File: src/rtl/serdes_align_pkg.sv
// Shared types and default constants for the serial word aligner.
package serdes_align_pkg;

    typedef enum logic [1:0] {
        HUNT   = 2'd0,
        VERIFY = 2'd1,
        LOCKED = 2'd2
    } align_state_t;

    localparam int         DEF_WIDTH        = 8;
    localparam logic [7:0] DEF_SYNC_PATTERN = 8'hA5;
    localparam int         DEF_LOCK_COUNT   = 3;
    localparam int         DEF_LOSS_GAP     = 4;

    // Match and gap counters never need more than 4 bits (limits are 1..15).
    localparam int CNT_W = 4;

    function automatic logic [CNT_W-1:0] satInc(input logic [CNT_W-1:0] value);
        return (value == {CNT_W{1'b1}}) ? value : value + 1'b1;
    endfunction

endpackage

File: src/rtl/serdes_word_aligner.sv
// Recovers word alignment from a gated serial bit stream using a repeated sync word,
// then emits deserialized words with an optional channel-bond marker.
module serdes_word_aligner
    import serdes_align_pkg::*;
#(
    parameter int               WIDTH        = DEF_WIDTH,
    parameter logic [WIDTH-1:0] SYNC_PATTERN = WIDTH'(DEF_SYNC_PATTERN),
    parameter int               LOCK_COUNT   = DEF_LOCK_COUNT,
    parameter int               LOSS_GAP     = DEF_LOSS_GAP
) (
    input  logic             clk_in,
    input  logic             reset,
    input  logic             serial_in,
    input  logic             serial_valid,
    input  logic             bond_sync_in,
    output logic [WIDTH-1:0] word_out,
    output logic             word_valid,
    output logic             locked,
    output logic             bond_sync_out,
    output logic             align_err
);

    localparam int               CW       = (WIDTH > 1) ? $clog2(WIDTH) : 1;
    localparam logic [CW-1:0]    LAST_BIT = CW'(WIDTH - 1);
    localparam logic [CNT_W-1:0] LOCK_LIM = LOCK_COUNT[CNT_W-1:0];
    localparam logic [CNT_W-1:0] GAP_LIM  = LOSS_GAP[CNT_W-1:0];

    align_state_t     r_state;
    logic [WIDTH-2:0] r_shift;
    logic [CW-1:0]    r_bitCnt;
    logic [CNT_W-1:0] r_match;
    logic [CNT_W-1:0] r_gap;
    logic             r_bondPend;
    logic [WIDTH-1:0] r_word;
    logic             r_wordValid;
    logic             r_bondOut;
    logic             r_alignErr;

    align_state_t     w_stateNext;
    logic [WIDTH-1:0] w_shiftNext;
    logic [CW-1:0]    w_bitCntNext;
    logic [CNT_W-1:0] w_matchNext;
    logic [CNT_W-1:0] w_matchInc;
    logic [CNT_W-1:0] w_gapNext;
    logic             w_bondPendNext;
    logic [WIDTH-1:0] w_wordNext;
    logic             w_wordValidNext;
    logic             w_bondOutNext;
    logic             w_alignErrNext;
    logic             w_boundary;
    logic             w_gapLoss;
    logic             w_isSync;

    // Only the low WIDTH-1 bits are stored; the incoming bit completes the window.
    assign w_shiftNext = {r_shift, serial_in};
    assign w_isSync    = (w_shiftNext == SYNC_PATTERN);
    assign w_boundary  = serial_valid && (r_bitCnt == LAST_BIT);
    assign w_matchInc  = r_match + 4'd1;
    assign w_gapNext   = serial_valid ? '0 : satInc(r_gap);
    assign w_gapLoss   = !serial_valid && (w_gapNext >= GAP_LIM);

    always_ff @(posedge clk_in) begin
        if (reset) begin
            r_state <= HUNT;
        end else begin
            r_state <= w_stateNext;
        end
    end

    always_comb begin
        w_stateNext     = r_state;
        w_bitCntNext    = r_bitCnt;
        w_matchNext     = r_match;
        w_bondPendNext  = r_bondPend;
        w_wordNext      = r_word;
        w_wordValidNext = 1'b0;
        w_bondOutNext   = 1'b0;
        w_alignErrNext  = 1'b0;

        if (serial_valid) begin
            w_bitCntNext = (r_bitCnt == LAST_BIT) ? '0 : r_bitCnt + 1'b1;
        end

        case (r_state)
            HUNT: begin
                w_bondPendNext = 1'b0;
                if (serial_valid && w_isSync) begin
                    // The sync word just completed, so the next bit opens a new word.
                    w_bitCntNext = '0;
                    w_matchNext  = 4'd1;
                    w_stateNext  = (LOCK_LIM == 4'd1) ? LOCKED : VERIFY;
                end
            end
            VERIFY: begin
                w_bondPendNext = 1'b0;
                if (w_gapLoss) begin
                    w_matchNext = '0;
                    w_stateNext = HUNT;
                end else if (w_boundary) begin
                    if (w_isSync) begin
                        w_matchNext = w_matchInc;
                        if (w_matchInc >= LOCK_LIM) begin
                            w_stateNext = LOCKED;
                        end
                    end else begin
                        w_matchNext    = '0;
                        w_alignErrNext = 1'b1;
                        w_stateNext    = HUNT;
                    end
                end
            end
            LOCKED: begin
                if (w_gapLoss) begin
                    w_bondPendNext = 1'b0;
                    w_matchNext    = '0;
                    w_stateNext    = HUNT;
                end else if (w_boundary) begin
                    // A marker arriving on the boundary bit belongs to the word it completes.
                    w_wordNext      = w_shiftNext;
                    w_wordValidNext = 1'b1;
                    w_bondOutNext   = r_bondPend || bond_sync_in;
                    w_bondPendNext  = 1'b0;
                end else if (bond_sync_in) begin
                    w_bondPendNext = 1'b1;
                end
            end
            default: begin
                w_stateNext = HUNT;
            end
        endcase
    end

    always_ff @(posedge clk_in) begin
        if (reset) begin
            r_shift     <= '0;
            r_bitCnt    <= '0;
            r_match     <= '0;
            r_gap       <= '0;
            r_bondPend  <= 1'b0;
            r_word      <= '0;
            r_wordValid <= 1'b0;
            r_bondOut   <= 1'b0;
            r_alignErr  <= 1'b0;
        end else begin
            if (serial_valid) begin
                r_shift <= w_shiftNext[WIDTH-2:0];
            end
            r_bitCnt    <= w_bitCntNext;
            r_match     <= w_matchNext;
            r_gap       <= w_gapNext;
            r_bondPend  <= w_bondPendNext;
            r_word      <= w_wordNext;
            r_wordValid <= w_wordValidNext;
            r_bondOut   <= w_bondOutNext;
            r_alignErr  <= w_alignErrNext;
        end
    end

    assign word_out      = r_word;
    assign word_valid    = r_wordValid;
    assign locked        = (r_state == LOCKED);
    assign bond_sync_out = r_bondOut;
    assign align_err     = r_alignErr;

endmodule

File: config.mk
export PLATFORM = sky130hd
export DESIGN_NAME = serdes_word_aligner
export DESIGN_NICKNAME = d
export VERILOG_FILES = /design/src/rtl/serdes_align_pkg.sv /design/src/rtl/serdes_word_aligner.sv
export SDC_FILE = /design/constraint.sdc
export NUM_CORES = 1
export LEC_CHECK = 0
export ABC_CLOCK_PERIOD_IN_PS = 1700
export CAP_MARGIN = 25
export CORE_UTILIZATION = 49
export CTS_CLUSTER_SIZE = 40
export DETAILED_ROUTE_END_ITERATION = 10
export PLACE_DENSITY = 0.82
export SETUP_SLACK_MARGIN = 0.05
export SYNTH_ARGS = -nofsm -noshare
export SYNTH_HDL_FRONTEND = slang
export SYNTH_SLANG_ARGS = --single-unit
File: constraint.sdc
create_clock -name clk_in -period 1.7 [get_ports clk_in]
set_input_delay 0.34 -clock clk_in [delete_from_list [all_inputs] [get_ports clk_in]]
set_output_delay 0.34 -clock clk_in [all_outputs]
set_load 0.02 [all_outputs]
==> impl_metrics.json <==
{
  "cp-end-kind": "register",
  "syn-num-nets": 179,
  "wire_per_inst_um": 15.0,
  "hold_depth": 2,
  "grt_usage": 0.231,
  "status": "complete, but fails checks",
  "fin_ws_ns": -0.0906,
  "reg2reg_slack_ns": -0.09,
  "root_buffer": "clkbuf_4",
  "power_leakage_nw": 0.909,
  "timing.rr.end": "r_match[1]$_SDFFE_PP0P_",
  "overflow": 0,
  "postRouteAntennaNets": 0,
  "grt_use_met3": 0.0658,
  "synth_cell_types": 41,
  "antenna_cells": 0,
  "synth_flop_cell": "dfxtp_1",
  "hpwlAfterDp_mm": 2.41,
  "period_share": 1.05,
  "rsz0062_at_grt": "true",
  "synth_top_area_share": 0.425,
  "use_met2": 0.410,
  "fin_area_um2": 2080,
  "r2r-start": "r_gap[1]$_SDFF_PP0_",
  "synth-seq-cells": 32,
  "synthArstFlopShare": 0,
  "drt-total-wl_mm": 3.59,
  "ff2ff_path_depth": 6,
  "startpoint": "r_gap[1]$_SDFF_PP0_",
  "max_freq_mhz": 558,
  "yosysSeqAreaShare": 0.425,
  "grt_pass1_wl_mm": 5.71,
  "crit_fanout": 4,
  "num_rows": 19,
  "grt-busiest-layer": "met2",
  "setup_viol": 3,
  "use_met1": 0.258,
  "grt_max_degree": 18,
  "report.final.slew_viol_count": 0,
  "synth-edff-count": 0,
  "post_drt_via_cell_ratio": 5.58,
  "slew_headroom": 0.703,
  "violations": "DRC, setup timing",
  "min_period_ns": 1.79,
  "post-place-ws_ns": -0.398,
  "syn2layout_area_growth_pct": 38.0,
  "finalHoldViolCount": 0,
  "clock_skew_ns": 0.00333,
  "power_per_cell_area_nw_per_um2": 685,
  "yosys_warnings": 0,
  "fp.coreArea_um2": 2830,
  "routabilityCongestion": 0.867,
  "num_io_pins": 17,
  "critPathArrivalTime_ns": 2.07,
  "fp.dieArea_um2": 3310,
  "cap_viol_max_count": 0,
  "clkLatencyLatePin_ns": 0.34,
  "antenna_found_initial": 0,
  "die_x_um": 57.5,
  "worstMarginPinSlew_ns": 0.434,
  "hp-class": "reg2reg",
  "clock_path_buffers": 2,
  "initial_core_util": 0.533,
  "drt_iter0_drc": 46,
  "htreeDepth": 2,
  "fin_nets": 221,
  "syn_avg_cell_area_um2": 9.15,
  "synth_area_um2": 1510,
  "path_clk_slew_ns": 0.10,
  "synthTopCellsByArea": "dfxtp_1 (42%), ha_1 (7.5%), a21oi_1 (6.0%)",
  "portBuffers": 16,
  "crit_required_ns": 1.98,
  "vias": 1334,
  "ir_worst_vdd_v": 0.000535,
  "drc": 3,
  "drt-pass1-iter-count": 7,
  "die_h_um": 57.5,
  "placed_cell_area_um2": 1850,
  "grt_pass1_vias": 1330,
  "yosysTopAreaCell": "dfxtp_1",
  "worstHoldStart": "word_out[1]$_SDFFE_PP0P_",
  "cts_sinks": 32,
  "synthCells": 165,
  "layout-drive-gt1-share": 0.293,
  "critPathKind": "reg2reg",
  "hold-path-endpoint": "word_out[1]$_SDFFE_PP0P_",
  "startpoint_type": "register",
  "cts_tree": "built",
  "cts_buffers": 5
}
-- metrics by stage --
step | hold slack (ns) | util | setup TNS (ns) | power [mW] | cells
floorplan | 0.440 | - | -0.0152 | 0.823 | 165
global placement | 0.446 | 0.655 | -3.81 | 0.856 | 226
detailed placement | 0.450 | 0.655 | -4.98 | 0.859 | 226
CTS | 0.464 | 0.703 | -0.109 | 1.42 | 237
global route | 0.475 | 0.736 | -0.445 | 1.48 | 239
finish | 0.460 | 0.736 | -0.202 | 1.43 | 239
-- critical path, stage by stage (launching register included) --
cell      delay [ns]
dfxtp_2         0.35
ha_4            0.16
and2_4          0.16
a311oi_4        0.29
a2bb2o_4        0.26
or3_4           0.37
a21oi_2         0.14
-- how the worst max path moves through the flow --
| stage | end | cells past startpoint |
|---|---|---|
| 2_1_floorplan | r_match[1]$_SDFFE_PP0P_ | 6 |
| 3_3_place_gp | r_match[1]$_SDFFE_PP0P_ | 6 |
| 3_5_place_dp | r_match[1]$_SDFFE_PP0P_ | 6 |
| 4_1_cts | r_match[1]$_SDFFE_PP0P_ | 6 |
| 5_1_grt | r_match[1]$_SDFFE_PP0P_ | 6 |
| 6_report | r_match[1]$_SDFFE_PP0P_ | 6 |
-- layout by cell type, fill, tap and decap left out, drive strengths merged, types with 6 or more instances in the layout --
| cell | synthesis | layout |
|---|---|---|
| dfxtp | 32 | 32 |
| buf | 2 | 25 |
| nand2 | 24 | 24 |
| a21oi | 19 | 19 |
| nor2 | 13 | 13 |
| mux2i | 9 | 9 |
| ha | 9 | 9 |
| nand3 | 7 | 7 |
| clkdlybuf4s50 | 0 | 7 |
| inv | 6 | 6 |
| clkbuf | 4 | 6 |
-- area by class of cell --
class                      count  area [µm²]
inverter                       6        22.5
clock buffer                   6        41.3
tap                           31        38.8
fill                         192         747
clock inverter                 2        35.0
multi-input combinational    121         931
timing repair buffer          41         365
sequential                    32         648
-- cells in the mapped netlist, types with 2 or more instances --
master,instances
nand2_1,24
clkbuf_1,4
o21ai_0,2
nor3_1,5
nand3b_1,3
nor2_1,13
ha_1,9
nand2b_1,4
mux2i_1,9
dfxtp_1,32
a32o_1,2
a2111oi_0,2
nand3_1,7
a21oi_1,18
inv_1,5
-- timing repair --
item                                    in CTS  in global routing
endpoints found under the setup margin       9                 13
buffers inserted                             4                  2
pin swaps                                    5                  5
gates resized for setup                     15                 20
hold buffers                                 0                  0
-- metal layers --
layer  up-vias  part of all wire  wire length [µm]
met3         8             0.034               121
met2        24              0.53              1890
met5         -                 0                 0
met1       637              0.42              1520
li1        665                 -                 -
met4         0             0.018                64
-- registers in the layout (all words and copies together), names as in the netlist --
register / cells
r_shift: 7
word_out: 8
bond_sync_out: 1
r_match: 4
r_bondPend: 1
r_state: 2
r_gap: 4
align_err: 1
word_valid: 1
r_bitCnt: 3
-- report_power, final --
part | total [mW] | switching, mW | internal [mW] | leakage (nW)
logic | 0.0807 | 0.0398 | 0.0409 | 0.606
clock network | 0.578 | 0.270 | 0.308 | 0.0422
registers | 0.767 | 0.00770 | 0.759 | 0.261
total | 1.43 | 0.317 | 1.11 | 0.909
-- logic make-up (layout without fill, tap and decap cells) --
group                    Yosys count  in the layout  share of synthesized area
AND/OR/NAND/NOR                   67             67                      0.234
AO/OA/AOI/OAI                     35             35                      0.171
flip-flops                        32             32                      0.425
buffers and inverters             12             55                     0.0307
adder cells (fa/ha/maj)            9              9                     0.0746
multiplexers                       9              9                     0.0597
XOR/XNOR                           1              1                    0.00581
Power figures use the tool's default switching activity.
